File: src/rtl/seg7_reader.sv
// Reads four active-low 7-segment digit patterns, waits for them to settle,
// then decodes them into a 16-bit BCD value with per-digit error flags.
module seg7_reader #(
    parameter int unsigned STABLE_CNT = 2
) (
    input  logic        clk,
    input  logic        resetn,
    input  logic        start,
    input  logic [0:6]  HEX0,
    input  logic [0:6]  HEX1,
    input  logic [0:6]  HEX2,
    input  logic [0:6]  HEX3,
    input  logic        out_ready,
    output logic        out_valid,
    output logic        busy,
    output logic [15:0] value,
    output logic [3:0]  err,
    output logic        timeout
);

    typedef enum logic [1:0] {IDLE, SETTLE, DECODE, HOLD} state_t;

    localparam logic [3:0] STABLE_LIM = 4'(STABLE_CNT);
    localparam logic [7:0] TIMER_LAST = 8'd254;

    state_t      state;
    logic [27:0] snap;
    logic [27:0] live;
    logic [3:0]  stable_cnt;
    logic [7:0]  timer;
    logic [1:0]  idx;
    logic [4:0]  dec;

    // {err, nibble} for one active-low pattern, bit 0 = segment a
    function automatic logic [4:0] seg_decode(input logic [0:6] p);
        logic [4:0] r;
        case (p)
            7'b0000001: r = 5'h00;
            7'b1001111: r = 5'h01;
            7'b0010010: r = 5'h02;
            7'b0000110: r = 5'h03;
            7'b1001100: r = 5'h04;
            7'b0100100: r = 5'h05;
            7'b0100000: r = 5'h06;
            7'b0001101: r = 5'h07;
            7'b0000000: r = 5'h08;
            7'b0000100: r = 5'h09;
            7'b1111111: r = 5'h0F;
            default:    r = 5'h1E;
        endcase
        return r;
    endfunction

    always_comb begin
        live = {HEX3, HEX2, HEX1, HEX0};
        dec  = seg_decode(snap[7*idx +: 7]);
    end

    always_ff @(posedge clk) begin
        if (!resetn) begin
            state      <= IDLE;
            snap       <= '0;
            stable_cnt <= '0;
            timer      <= '0;
            idx        <= '0;
            out_valid  <= 1'b0;
            busy       <= 1'b0;
            value      <= '0;
            err        <= '0;
            timeout    <= 1'b0;
        end else begin
            case (state)
                IDLE: begin
                    if (start) begin
                        snap       <= live;
                        stable_cnt <= '0;
                        timer      <= '0;
                        timeout    <= 1'b0;
                        busy       <= 1'b1;
                        state      <= SETTLE;
                    end
                end
                SETTLE: begin
                    timer <= timer + 8'd1;
                    // A completed stability run wins over a timer expiring on the same cycle
                    if (stable_cnt == STABLE_LIM) begin
                        idx   <= '0;
                        state <= DECODE;
                    end else if (timer == TIMER_LAST) begin
                        value     <= 16'hEEEE;
                        err       <= 4'hF;
                        timeout   <= 1'b1;
                        out_valid <= 1'b1;
                        state     <= HOLD;
                    end else if (live == snap) begin
                        stable_cnt <= stable_cnt + 4'd1;
                    end else begin
                        snap       <= live;
                        stable_cnt <= '0;
                    end
                end
                DECODE: begin
                    value[{idx, 2'b00} +: 4] <= dec[3:0];
                    err[idx]                 <= dec[4];
                    idx                      <= idx + 2'd1;
                    if (idx == 2'd3) begin
                        out_valid <= 1'b1;
                        state     <= HOLD;
                    end
                end
                HOLD: begin
                    if (out_ready) begin
                        out_valid <= 1'b0;
                        busy      <= 1'b0;
                        state     <= IDLE;
                    end
                end
                default: state <= IDLE;
            endcase
        end
    end

endmodule

File: config.mk
export PLATFORM = sky130hd
export DESIGN_NAME = seg7_reader
export DESIGN_NICKNAME = d
export VERILOG_FILES = /design/src/rtl/seg7_reader.sv
export SDC_FILE = /design/constraint.sdc
export NUM_CORES = 1
export LEC_CHECK = 0
export ABC_AREA = 1
export ABC_CLOCK_PERIOD_IN_PS = 2200
export CORE_MARGIN = 2
export CORE_UTILIZATION = 55
export DETAILED_ROUTE_END_ITERATION = 10
export PLACE_DENSITY = 0.84
export SLEW_MARGIN = 20
export SYNTH_ARGS = -nofsm -noshare
export SYNTH_HDL_FRONTEND = slang
export SYNTH_SLANG_ARGS = --single-unit
File: constraint.sdc
create_clock -name clk -period 2.2 [get_ports clk]
set_clock_uncertainty 0.05 [all_clocks]
set_input_delay 0.33 -clock clk [delete_from_list [all_inputs] [get_ports clk]]
set_output_delay 0.33 -clock clk [all_outputs]
set_load 0.05 [all_outputs]
==> results of run 1 <==
## metrics by stage
step                setup WS (ns)  power, uW  utilization [%]  TNS, ns
detailed placement         -0.167       5900             66.9    -4.10
finish                      0.189       7230             71.5        0
CTS                        0.0166       7110             70.4        0
global placement           -0.102       5770             66.9    -2.65
floorplan                   0.272       4880                -        0
global route              0.00267       7780             71.5        0
## repair_timing
action                                  4_1_cts  5_1_grt
endpoints found under the setup margin       29       53
setup buffers                                 0        1
pin swaps                                     0        1
gates resized for setup                       2       20
## cells by family after synthesis
group,share of synthesized area (%)
and+or+nand+nor,35.7
adders and majority gates,3.86
DFF,34.5
AOI/OAI and AO/OA,14.5
buffers and inverters,8.58
xor gates and xnor gates,2.93
## area by class of cell
cell class | instances | area share, %
flip-flops and latches | 67 | 27.6
clock buffers | 11 | 3.10
clock inverters | 5 | 1.74
repair buffers | 72 | 13.9
well taps | 96 | 2.46
multi-input cells | 445 | 46.5
inverters | 58 | 4.66
## sequential cells by signal (all words and copies together), names as in the netlist
name / flops
state: 2
idx: 2
stable_cnt: 4
out_valid: 1
value: 16
snap: 28
timer: 8
timeout: 1
err: 4
busy: 1
## per-layer routing
metal  wire length (um)  GRT usage (%)  share of wire [%]  up-vias
li1                   -              -                  -     2033
met1               4430           33.9                 46     1780
met2               4540           43.1                 47      138
met3                519           4.81                5.4       19
met4                142           7.30                1.5        0
met5                  0              0                  0        -
## Yosys cell counts (4+ instances only)
cell | instances | area (um2)
nand2_1 | 126 | 473
nand2_2 | 14 | 87.6
clkbuf_1 | 7 | 26.3
inv_2 | 4 | 15.0
nand4_1 | 12 | 75.1
o22ai_1 | 5 | 31.3
inv_1 | 52 | 195
nand3_1 | 29 | 145
nor3_1 | 8 | 40.0
ha_1 | 12 | 150
nor2_2 | 5 | 31.3
o21ai_1 | 7 | 35.0
xnor2_1 | 8 | 70.1
nor2_1 | 102 | 383
xor2_1 | 5 | 43.8
dfxtp_1 | 67 | 1340
o21ai_0 | 54 | 270
a21oi_1 | 35 | 175
## worst max-delay path, stage by stage (launching register included)
cell and delay, ns:
dfxtp_2 0.34, inv_1 0.10, ha_1 0.18, inv_2 0.07
nor2_2 0.15, nand4_1 0.12, nor4_2 0.23, nand2_1 0.13
nand2_4 0.12, buf_4 0.15, nand2_1 0.13, a21oi_1 0.15
## power groups by stage
| stage | logic [uW] | clock network, uW | registers, uW |
|---|---|---|---|
| floorplan | 2480 | 0 | 2400 |
| global placement | 3700 | 0 | 2070 |
| detailed placement | 3820 | 0 | 2080 |
| CTS | 3850 | 1200 | 2060 |
| global route | 4390 | 1260 | 2130 |
| finish | 3960 | 1190 | 2090 |
## worst paths after layout
check,start,to,slack [ns]
min reg2reg,busy$_SDFFE_PN0P_,busy$_SDFFE_PN0P_,0.41
max reg2reg,state[1]$_SDFFE_PN0P_,stable_cnt[3]$_SDFFE_PN0P_,0.19
min,busy$_SDFFE_PN0P_,busy$_SDFFE_PN0P_,0.41
max,state[1]$_SDFFE_PN0P_,stable_cnt[3]$_SDFFE_PN0P_,0.19
==> results.cfg, run 1 <==
[routing]
vias_per_cell = 5.27
vias = 3970
firstDrtPassIters = 5
drt-total-wl_mm = 9.64
remaining_drc_errors = 0
drtAntennaViolNets = 0
drt_iter0_markers = 261
wl_per_cell_um = 12.8

[timing]
min_period_ns = 2.01
grt_setup_unrepaired = false
final.period_utilization_pct = 91.4
drv_slew = 0
finalHoldViolCount = 0
holdWs_ns = 0.411
max-slew-margin-rel_pct = 65.8
setup_viol = 0
fmax_mhz = 497
worst_pin_slew_ns = 0.511

[floorplan]
die_x_um = 88.1
ios = 55
start_util_pct = 57.0
core_mm2 = 0.00683
die_h_um = 88.1
die-area_mm2 = 0.00776
num_rows = 30

[cells_and_area]
syn_to_final_growth_pct = 25.5
instances_no_fill = 754
drive_gt1_share_pct = 13.1
fin_area_mm2 = 0.00488
fillCellCount = 559
diodes = 0
layout_commonest_cell = nand2_1
final_cell_mix = nand2_1 (125), nor2_1 (96), dfxtp_1 (64)
multiInputGateArea_mm2 = 0.00227
final-seq-area_mm2 = 0.00135
fin_nets = 697

[synth]
synth.net_count = 631
synthCells = 587
synth_ff_type = dfxtp_1
async_flop_share_pct = 0
yosys_register_bits = 67
synth-edff-count = 0
synth_warnings = 0
synth_area_mm2 = 0.00389
syn-mean-instance-area_um2 = 6.63
synth_cell_types = 38
ys_seq_area_share_pct = 34.5

[clock_network]
root_buffer = clkbuf_8
cts_buffer_depth = 2
cts_tree = yes
clk_pin_slew_ns = 0.07
holdBufCountCts = 0
ctsHtreeMaxLevel = 3
clk_latency_ns = 0.35
cts_buffers = 9
cts_sinks = 67

[power_and_ir_drop]
power.internal_uw = 3720
leakagePower_uw = 0.00212
pwr-share-clk_pct = 16.5
p_seq_share_pct = 28.9
sw_frac_of_total_pct = 48.6
ir_worst_vdd_mv = 0.671
power_density_mw_per_mm2 = 1480
net-switching-power_uw = 3510
comb_power_share_pct = 54.7

[place]
placed_cell_area_mm2 = 0.00457
place.gp.congestion = 0.921
portBuffers = 54
dp.cells = 737
dp_hpwl_mm = 7.30

[grt]
grt_antenna_before_repair = 0
grt_overflow = 0
grt_use_total_pct = 25.7
grt_pass1_wl_mm = 15.8
grt_max_degree = 30
first_global_vias = 3573

[worst_setup_path]
end_kind = flop
rr_worst_depth = 11
crit_path_start_kind = flop
critical_path.max_fanout = 8
critical_path_class = flop to flop
critPathRequiredTime_ns = 2.43
cp_data_arrival_time_ns = 2.24

[hold_path]
whs_path_depth = 2
hold_class = flop to flop

[run_status]
status = finished, final reports clean

[flow_run]
cap_violations = 0
Note: power is estimated with default switching activity, not from simulation.
==> run 2: changes to the inputs <==
GPL_TIMING_DRIVEN = 0   (was default)
RECOVER_POWER = 50   (was default)
==> results.cfg, run 2 (synthesized netlist as in run 1, its figures left out) <==
[clock_network]
holdBufCountCts = 0
cts_buffers = 9
cts_buffer_depth = 2
cts_sinks = 67
root_buffer = clkbuf_8
clk_latency_ns = 0.36
clk_pin_slew_ns = 0.08
ctsHtreeMaxLevel = 3
cts_tree = yes

[floorplan]
die_x_um = 88.1
core_mm2 = 0.00683
num_rows = 30
die-area_mm2 = 0.00776
die_h_um = 88.1
ios = 55
start_util_pct = 57.0

[run_status]
status = finished, final reports clean

[place]
pre_cts_ws_ns = -0.232
portBuffers = 54
dp.cells = 737
place.gp.congestion = 0.924
dp_hpwl_mm = 7.48
placed_cell_area_mm2 = 0.00455

[cells_and_area]
drive_gt1_share_pct = 13.5
layout_commonest_cell = nand2_1
syn_to_final_growth_pct = 25.8
diodes = 0
fin_nets = 700
instances_no_fill = 757
fin_area_mm2 = 0.00490
largest_reg_flops = 28
largestRegisters = snap x28, value x16, timer x8
final_cell_mix = nand2_1 (125), nor2_1 (94), dfxtp_1 (64)
largest_register = snap

[worst_setup_path]
end_kind = flop
crit_path_start_kind = flop
slowest_delay_ns = 0.37
critical_path.max_fanout = 6
critPathRequiredTime_ns = 2.43
cp_cell_sequence = inv_1 > ha_2 > clkinvlp_4 > o21ai_0 > nand2_1 > inv_1 > o21ai_0 > inv_1 > nand2_1 > nor2_1 > nand2_1 > a21oi_1
crit_path_top_delay_cell = dfxtp_4
critPathTopFamily = buffers and inverters
crit_buf_inv = 4
critical_path_class = flop to flop
cp_data_arrival_time_ns = 2.30

[grt]
grt_use_total_pct = 26.9
grt_antenna_before_repair = 0
grt_max_degree = 13
first_global_vias = 3636
grt_overflow = 0
grt_pass1_wl_mm = 16.6

[timing]
final.period_utilization_pct = 94.2
drv_slew = 0
fin_ws_ns = 0.128
fmax_mhz = 483
setup_viol = 0
min_period_ns = 2.07
grt_setup_unrepaired = true
worst_pin_slew_ns = 0.518
fin_setup_tns_ns = 0
finalHoldViolCount = 0
max-slew-margin-rel_pct = 65.4

[power_and_ir_drop]
ir_worst_vdd_mv = 0.792
leakagePower_uw = 0.00216
p_total_uw = 7210
power_density_mw_per_mm2 = 1470

[flow_run]
cap_violations = 0

[routing]
vias_per_cell = 5.31
vias = 4020
remaining_drc_errors = 0
drtAntennaViolNets = 0
drt-total-wl_mm = 9.99
drt_iter0_markers = 317
firstDrtPassIters = 5
wl_per_cell_um = 13.2

[hold_path]
hold_class = flop to flop
## run 2: cell count changes in the layout (fill, tap and decap cells not counted), moves of 3 or more
cell,change
inv_1,-3
buf_4,-11
dlygate4sd3_1,+19
clkinv_2,+3
buf_6,+4
clkdlybuf4s50_1,-19
clkbuf_1,+5
## run 2: per-stage QoR
stage	hold WS (ns)	utilization [%]
6_report	0.402	71.7
5_1_grt	0.430	71.7
4_1_cts	0.410	70.3
3_5_place_dp	0.392	66.6
3_3_place_gp	0.394	66.6
2_1_floorplan	0.403	-
## run 2: final timing paths
check                           slack (ns)  cells past startpoint             startpoint                     to
worst max-delay path                  0.13                     12  state[0]$_SDFFE_PN0P_  value[4]$_SDFFE_PN0P_
worst min-delay path                  0.40                      2      busy$_SDFFE_PN0P_      busy$_SDFFE_PN0P_
worst max register to register        0.13                     12  state[0]$_SDFFE_PN0P_  value[4]$_SDFFE_PN0P_
worst min register to register        0.40                      2      busy$_SDFFE_PN0P_      busy$_SDFFE_PN0P_
## run 2: power breakdown
| group | switching [uW] | internal (uW) |
|---|---|---|
| Combinational | 2620 | 1370 |
| Clock | 504 | 636 |
| Sequential | 429 | 1650 |
## run 2: worst reg2reg max path: stages (launching register included)
cell,delay [ns]
dfxtp_4,0.37
inv_1,0.09
ha_2,0.30
clkinvlp_4,0.15
o21ai_0,0.15
nand2_1,0.16
inv_1,0.11
o21ai_0,0.11
inv_1,0.16
nand2_1,0.09
nor2_1,0.10
nand2_1,0.06
a21oi_1,0.11
## run 2: timing repair
action                                  CTS  global route
endpoints found under the setup margin   24            48
gates cloned                              0             0
buffers inserted                          0             4
resized for setup                        11            24
pin swaps                                 0             2
## run 2: cell type report
type                       instances  area, um2
clock inverter                     7       91.3
inverter                          58        231
sequential                        67       1350
clock buffer                       9        124
timing repair buffer              58        571
multi-input combinational        445       2280
fill                             561       1940
buffer                            17        128
tap                               96        120
## run 2: per-layer routing
metal	wire (um)	global-route usage, %	up-vias
met4	208	9.78	0
met1	4690	37.4	1804
li1	-	-	2044
met2	4500	41.8	151
met3	602	5.00	21
met5	0	0	-
==> run 3: changes to the inputs <==
CAP_MARGIN = 15   (was default)
==> results of run 3 <==
Final layout, timing and power as in run 2 (identical DEF).
